File: src/rtl/charram_dram_pkg.sv
`default_nettype none
// +-------------------------------------------------------------------------+
// | charram_dram_pkg : shared types/fields for the 4416 char-RAM sequencer  |
// | Rev 1.0                                                                 |
// +-------------------------------------------------------------------------+
package charram_dram_pkg;

  typedef enum logic [2:0] {
    ST_IDLE = 3'd0,
    ST_ROW  = 3'd1,
    ST_COL  = 3'd2,
    ST_ACC  = 3'd3,
    ST_DATA = 3'd4,
    ST_PRE  = 3'd5
  } state_e;

  typedef enum logic {
    SRC_VID = 1'b0,
    SRC_CPU = 1'b1
  } src_e;

  localparam int unsigned ADDR_W  = 14;
  localparam int unsigned ROW_LSB = 0;
  localparam int unsigned ROW_W   = 8;
  localparam int unsigned COL_LSB = 8;
  localparam int unsigned COL_W   = 6;

  function automatic logic [7:0] row_phase(input logic [ADDR_W-1:0] a);
    return a[ROW_LSB +: ROW_W];
  endfunction

  // The column rides on DRAM address bits [6:1]; bits 7 and 0 stay low.
  function automatic logic [7:0] col_phase(input logic [ADDR_W-1:0] a);
    return {1'b0, a[COL_LSB +: COL_W], 1'b0};
  endfunction

endpackage
`default_nettype wire

File: src/rtl/charram_dram_arb.sv
`default_nettype none
// +-------------------------------------------------------------------------+
// | charram_dram_arb : video-priority arbiter with one-skip CPU fairness    |
// | Rev 1.0                                                                 |
// +-------------------------------------------------------------------------+
module charram_dram_arb
  import charram_dram_pkg::*;
(
  input  logic clk_i,
  input  logic rst_i,
  input  logic en_i,
  input  logic vid_req_i,
  input  logic cpu_req_i,
  output logic grant_o,
  output src_e src_o
);

  logic skip_q, skip_d;

  always_comb begin
    grant_o = 1'b0;
    src_o   = SRC_VID;
    skip_d  = skip_q;
    if (en_i) begin
      // CPU wins when it already yielded once, or when video is absent.
      if (cpu_req_i && (skip_q || !vid_req_i)) begin
        grant_o = 1'b1;
        src_o   = SRC_CPU;
        skip_d  = 1'b0;
      end else if (vid_req_i) begin
        grant_o = 1'b1;
        src_o   = SRC_VID;
        if (cpu_req_i) skip_d = 1'b1;
      end
    end
  end

  always_ff @(posedge clk_i or posedge rst_i) begin
    if (rst_i) skip_q <= 1'b0;
    else       skip_q <= skip_d;
  end

endmodule
`default_nettype wire

File: src/rtl/charram_dram_ctrl.sv
`default_nettype none
// +-------------------------------------------------------------------------+
// | charram_dram_ctrl : RAS/CAS sequencer for the 16k x 4 character RAM     |
// | Rev 1.0                                                                 |
// +-------------------------------------------------------------------------+
module charram_dram_ctrl
  import charram_dram_pkg::*;
#(
  parameter int unsigned PRE_CYCLES = 1
) (
  input  logic        i_MCLK,
  input  logic        i_RST,
  input  logic        i_VID_REQ,
  input  logic [13:0] i_VID_ADDR,
  output logic [3:0]  o_VID_DATA,
  output logic        o_VID_VALID,
  input  logic        i_CPU_REQ,
  input  logic        i_CPU_WR,
  input  logic [13:0] i_CPU_ADDR,
  input  logic [3:0]  i_CPU_WDATA,
  output logic [3:0]  o_CPU_RDATA,
  output logic        o_CPU_ACK,
  output logic [7:0]  o_DRAM_ADDR,
  output logic [3:0]  o_DRAM_DIN,
  input  logic [3:0]  i_DRAM_DOUT,
  output logic        o_DRAM_RAS_n,
  output logic        o_DRAM_CAS_n,
  output logic        o_DRAM_WR_n,
  output logic        o_DRAM_RD_n,
  output logic        o_BUSY
);

  state_e       state_q, state_d;
  logic [2:0]   pre_cnt_q, pre_cnt_d;
  logic [13:0]  acc_addr_q, acc_addr_d;
  logic         acc_wr_q, acc_wr_d;
  src_e         acc_src_q, acc_src_d;

  logic [7:0]   dram_addr_q, dram_addr_d;
  logic [3:0]   dram_din_q, dram_din_d;
  logic         ras_n_q, ras_n_d, cas_n_q, cas_n_d;
  logic         wr_n_q, wr_n_d, rd_n_q, rd_n_d;
  logic [3:0]   vid_data_q, vid_data_d, cpu_rdata_q, cpu_rdata_d;
  logic         vid_valid_q, vid_valid_d, cpu_ack_q, cpu_ack_d;
  logic         busy_q, busy_d;

  logic         arb_grant;
  src_e         arb_src;
  logic [13:0]  grant_addr;

  charram_dram_arb u_arb (
    .clk_i     (i_MCLK),
    .rst_i     (i_RST),
    .en_i      (state_q == ST_IDLE),
    .vid_req_i (i_VID_REQ),
    .cpu_req_i (i_CPU_REQ),
    .grant_o   (arb_grant),
    .src_o     (arb_src)
  );

  assign grant_addr = (arb_src == SRC_CPU) ? i_CPU_ADDR : i_VID_ADDR;

  // Output registers are loaded with the values of the state being entered,
  // so every strobe/address is stable for the whole cycle of its state.
  always_comb begin
    state_d     = state_q;
    pre_cnt_d   = pre_cnt_q;
    acc_addr_d  = acc_addr_q;
    acc_wr_d    = acc_wr_q;
    acc_src_d   = acc_src_q;
    dram_addr_d = dram_addr_q;
    dram_din_d  = dram_din_q;
    ras_n_d     = 1'b1;
    cas_n_d     = 1'b1;
    wr_n_d      = 1'b1;
    rd_n_d      = 1'b1;
    vid_data_d  = vid_data_q;
    cpu_rdata_d = cpu_rdata_q;
    vid_valid_d = 1'b0;
    cpu_ack_d   = 1'b0;
    unique case (state_q)
      ST_IDLE: begin
        if (arb_grant) begin
          state_d     = ST_ROW;
          acc_addr_d  = grant_addr;
          acc_src_d   = arb_src;
          acc_wr_d    = (arb_src == SRC_CPU) && i_CPU_WR;
          dram_addr_d = row_phase(grant_addr);
          if (arb_src == SRC_CPU) dram_din_d = i_CPU_WDATA;
          ras_n_d     = 1'b0;
        end
      end
      ST_ROW: begin
        state_d     = ST_COL;
        dram_addr_d = col_phase(acc_addr_q);
        ras_n_d     = 1'b0;
        cas_n_d     = 1'b0;
      end
      ST_COL: begin
        state_d = ST_ACC;
        ras_n_d = 1'b0;
        cas_n_d = 1'b0;
        wr_n_d  = !acc_wr_q;
        rd_n_d  = acc_wr_q;
      end
      ST_ACC: begin
        state_d = ST_DATA;
        ras_n_d = 1'b0;
        cas_n_d = 1'b0;
      end
      ST_DATA: begin
        state_d   = ST_PRE;
        pre_cnt_d = 3'(PRE_CYCLES - 1);
        if (!acc_wr_q) begin
          if (acc_src_q == SRC_VID) vid_data_d  = i_DRAM_DOUT;
          else                      cpu_rdata_d = i_DRAM_DOUT;
        end
        vid_valid_d = (acc_src_q == SRC_VID);
        cpu_ack_d   = (acc_src_q == SRC_CPU);
      end
      ST_PRE: begin
        if (pre_cnt_q == 3'd0) state_d = ST_IDLE;
        else                   pre_cnt_d = pre_cnt_q - 3'd1;
      end
      default: state_d = ST_IDLE;
    endcase
    busy_d = (state_d != ST_IDLE);
  end

  always_ff @(posedge i_MCLK or posedge i_RST) begin
    if (i_RST) begin
      state_q     <= ST_IDLE;
      pre_cnt_q   <= 3'd0;
      acc_addr_q  <= '0;
      acc_wr_q    <= 1'b0;
      acc_src_q   <= SRC_VID;
      dram_addr_q <= '0;
      dram_din_q  <= '0;
      ras_n_q     <= 1'b1;
      cas_n_q     <= 1'b1;
      wr_n_q      <= 1'b1;
      rd_n_q      <= 1'b1;
      vid_data_q  <= '0;
      cpu_rdata_q <= '0;
      vid_valid_q <= 1'b0;
      cpu_ack_q   <= 1'b0;
      busy_q      <= 1'b0;
    end else begin
      state_q     <= state_d;
      pre_cnt_q   <= pre_cnt_d;
      acc_addr_q  <= acc_addr_d;
      acc_wr_q    <= acc_wr_d;
      acc_src_q   <= acc_src_d;
      dram_addr_q <= dram_addr_d;
      dram_din_q  <= dram_din_d;
      ras_n_q     <= ras_n_d;
      cas_n_q     <= cas_n_d;
      wr_n_q      <= wr_n_d;
      rd_n_q      <= rd_n_d;
      vid_data_q  <= vid_data_d;
      cpu_rdata_q <= cpu_rdata_d;
      vid_valid_q <= vid_valid_d;
      cpu_ack_q   <= cpu_ack_d;
      busy_q      <= busy_d;
    end
  end

  assign o_VID_DATA   = vid_data_q;
  assign o_VID_VALID  = vid_valid_q;
  assign o_CPU_RDATA  = cpu_rdata_q;
  assign o_CPU_ACK    = cpu_ack_q;
  assign o_DRAM_ADDR  = dram_addr_q;
  assign o_DRAM_DIN   = dram_din_q;
  assign o_DRAM_RAS_n = ras_n_q;
  assign o_DRAM_CAS_n = cas_n_q;
  assign o_DRAM_WR_n  = wr_n_q;
  assign o_DRAM_RD_n  = rd_n_q;
  assign o_BUSY       = busy_q;

endmodule
`default_nettype wire
File: config.mk
export PLATFORM = sky130hd
export DESIGN_NAME = charram_dram_ctrl
export DESIGN_NICKNAME = d
export VERILOG_FILES = /design/src/rtl/charram_dram_pkg.sv /design/src/rtl/charram_dram_arb.sv /design/src/rtl/charram_dram_ctrl.sv
export SDC_FILE = /design/constraint.sdc
export NUM_CORES = 1
export LEC_CHECK = 0
export BUFFER_PORTS_ARGS = -buffer_cell sky130_fd_sc_hd__buf_2
export CORE_MARGIN = 1.5
export CORE_UTILIZATION = 45
export CTS_BUF_LIST = sky130_fd_sc_hd__clkbuf_8
export DETAILED_ROUTE_END_ITERATION = 10
export PLACE_DENSITY_LB_ADDON = 0.2
export SYNTH_ARGS = -nofsm -noshare
export SYNTH_HDL_FRONTEND = slang
export SYNTH_SLANG_ARGS = --single-unit
File: constraint.sdc
create_clock -name i_MCLK -period 4.3 [get_ports i_MCLK]
set_clock_uncertainty 0.05 [all_clocks]
set_input_delay 0.215 -clock i_MCLK [delete_from_list [all_inputs] [get_ports i_MCLK]]
set_output_delay 0.215 -clock i_MCLK [all_outputs]
set_load 0.1 [all_outputs]
==> results.json <==
{
  "portBuffers": 67,
  "crit_family": "simple AND/OR/NAND/NOR gates",
  "firstDrtPassIters": 4,
  "cts_tree": "done",
  "slowest_delay_ps": 600,
  "synth.area.top_cells": "dfrtp_1 51%, nand2_1 6.0%, dfstp_2 5.6%",
  "final_cell_mix": "67 x buf_2, 38 x dfrtp_1, 30 x nand2_1",
  "setup_viol": 0,
  "cp.required_ps": 4470,
  "worstPathMaxFanout": 10,
  "pin_count": 68,
  "ys_ff_latch": 42,
  "crit_slowest_cell": "nor3_1",
  "hold_viol_final": 0,
  "cp.arrival_ps": 1940,
  "drt_iter0_markers": 96,
  "path_buf_inv": 1,
  "antenna_left": 0,
  "grt_pass1_vias": 1308,
  "grt_overflow": 0,
  "routedWlPerCell_um": 13.2,
  "grt_pass1_wl_mm": 6.00,
  "place_area_mm2": 0.00221,
  "rows": 23,
  "drive_gt1_share_pct": 38.8,
  "antenna_found_initial": 0,
  "end_kind": "flip-flop",
  "via_count": 1518,
  "cts-root-buf": "clkbuf_8",
  "avgViaCountPerCell": 5.15,
  "path_cells": "inv_1, nor3_1, a22oi_1, o21ai_0",
  "cts_buffers": 5,
  "fp.dieW_um": 67.4,
  "rsz0062_at_grt": "false",
  "clock_latency_ps": 300,
  "drc": 0,
  "synth_top_cell_area_share_pct": 51.0,
  "place_ws_ps": 2550,
  "critical_path_class": "reg2reg",
  "synth_cell_types": 33,
  "clk_path_buf_depth": 2,
  "gr-usage-all-layers_pct": 18.2,
  "design_area_mm2": 0.00232,
  "tns_ps": 0,
  "max_clock_freq_ghz": 0.565,
  "syn_area_mm2": 0.00186,
  "start_util_pct": 46.6,
  "yosysTopAreaCell": "dfrtp_1",
  "post_cts_resized": 0,
  "area_delta_synth_final_pct": 24.4,
  "post-route-period-util_pct": 41.1,
  "diodes": 0,
  "cts_max_level": 2,
  "layout_min_cycle_time_ps": 1770,
  "clkSinkCount": 42,
  "avgSynthCellArea_um2": 10.7,
  "mostFrequentLayoutCell": "buf_2",
  "yosysWarnings": 0,
  "synth_nets": 218,
  "slew_viol_final": 0,
  "outcome": "completed",
  "dp_hpwl_mm": 2.84,
  "startpoint_type": "flip-flop",
  "routabilityCongestion": 0.840,
  "seq_area_frac_synth_pct": 56.6,
  "fp.dieH_um": 67.4,
  "setup_slack_ps": 2530,
  "relSlewSlack_pct": 49.0,
  "die-area_mm2": 0.00454,
  "clk_transition_reported_paths_ps": 80,
  "tightest_slew_ps": 758,
  "final_util_pct": 58.0,
  "nNetsFinal": 287,
  "drv_cap": 0,
  "wl_mm": 3.89,
  "core_mm2": 0.00400,
  "hp-class": "in2reg",
  "grt_max_degree": 43,
  "syn_inst": 175
}
[stage by stage]
step | std cells | hold WS (ps)
4_1_cts | 295 | 56.5
2_1_floorplan | 175 | 270
3_5_place_dp | 286 | 326
3_3_place_gp | 286 | 324
5_1_grt | 295 | 49.7
6_report | 295 | 58.2
[logic make-up (layout without fill, tap and decap cells)]
| group | Yosys count | in the layout | synth area share [%] |
|---|---|---|---|
| fa+ha+maj | 2 | 2 | 1.34 |
| xor+xnor | 1 | 1 | 0.470 |
| buf+inv | 12 | 82 | 3.96 |
| flops | 42 | 42 | 56.6 |
| mux | 15 | 15 | 8.59 |
| simple gates | 64 | 64 | 16.7 |
| compound gates | 39 | 39 | 12.3 |
[layout make-up]
| class | count | area (um2) |
|---|---|---|
| Clock buffer | 5 | 68.8 |
| Clock inverter | 3 | 25.0 |
| Fill cell | 353 | 1680 |
| Inverter | 5 | 18.8 |
| Multi-Input combinational cell | 121 | 734 |
| Sequential cell | 42 | 1060 |
| Tap cell | 50 | 62.6 |
| Timing Repair Buffer | 69 | 353 |
[worst register-to-register path, cell delays in order (launching register included)]
cell and delay, ps:
dfrtp_1 560, inv_1 170, nor3_1 600, a22oi_1 190
o21ai_0 120
[sequential cells by signal, summed over array words and instances (netlist names), 3 cells and up]
name         cells
o_DRAM_ADDR      8
acc_addr_q       6
o_CPU_RDATA      4
o_DRAM_DIN       4
o_VID_DATA       4
pre_cnt_q        3
state_q          3
[routing by layer]
layer,track usage (%),share of wire (%),routed length (um),up-vias
met5,0,0,0,-
met2,28.3,47,1820,51
met1,24.2,46,1780,720
met4,8.42,1.8,70,0
met3,4.00,5.4,211,7
li1,-,-,-,740
[Yosys cell counts (all sizes together)]
| master | number |
|---|---|
| nand2b | 4 |
| dfrtp | 38 |
| a222oi | 1 |
| clkbuf | 1 |
| or3 | 1 |
| nand3 | 4 |
| inv | 5 |
| and3 | 4 |
| dfstp | 4 |
| ha | 2 |
| a22oi | 5 |
| a21oi | 15 |
| o31ai | 2 |
| xnor2 | 1 |
| a22o | 1 |
| a31o | 1 |
| or4 | 1 |
| mux2 | 8 |
| mux2i | 7 |
| nand2 | 30 |
| nor2 | 14 |
| buf | 6 |
| o21ai | 14 |
| nor2b | 2 |
| nor3 | 4 |
[path summary, 6_finish.rpt]
path                                start             end  slack [ps]  cells after the start
max                            state_q[0]  o_DRAM_ADDR[5]        2530                      4
min                        i_CPU_WDATA[2]   o_DRAM_DIN[2]          60                      3
max reg2reg                    state_q[0]  o_DRAM_ADDR[5]        2530                      4
min reg2reg                 o_DRAM_DIN[0]   o_DRAM_DIN[0]         430                      2
max in group asynchronous           i_RST    o_DRAM_RAS_n        3290                      4
min in group asynchronous           i_RST        acc_wr_q         530                      4
[what timing repair did]
action	CTS	global route
hold buffers	1	0
endpoints found under the hold margin	13	0
setup buffers	0	0
Power is left out: the tool's default activity adds up to more than one toggle a clock period on the data nets, which glitch-free logic cannot reach.
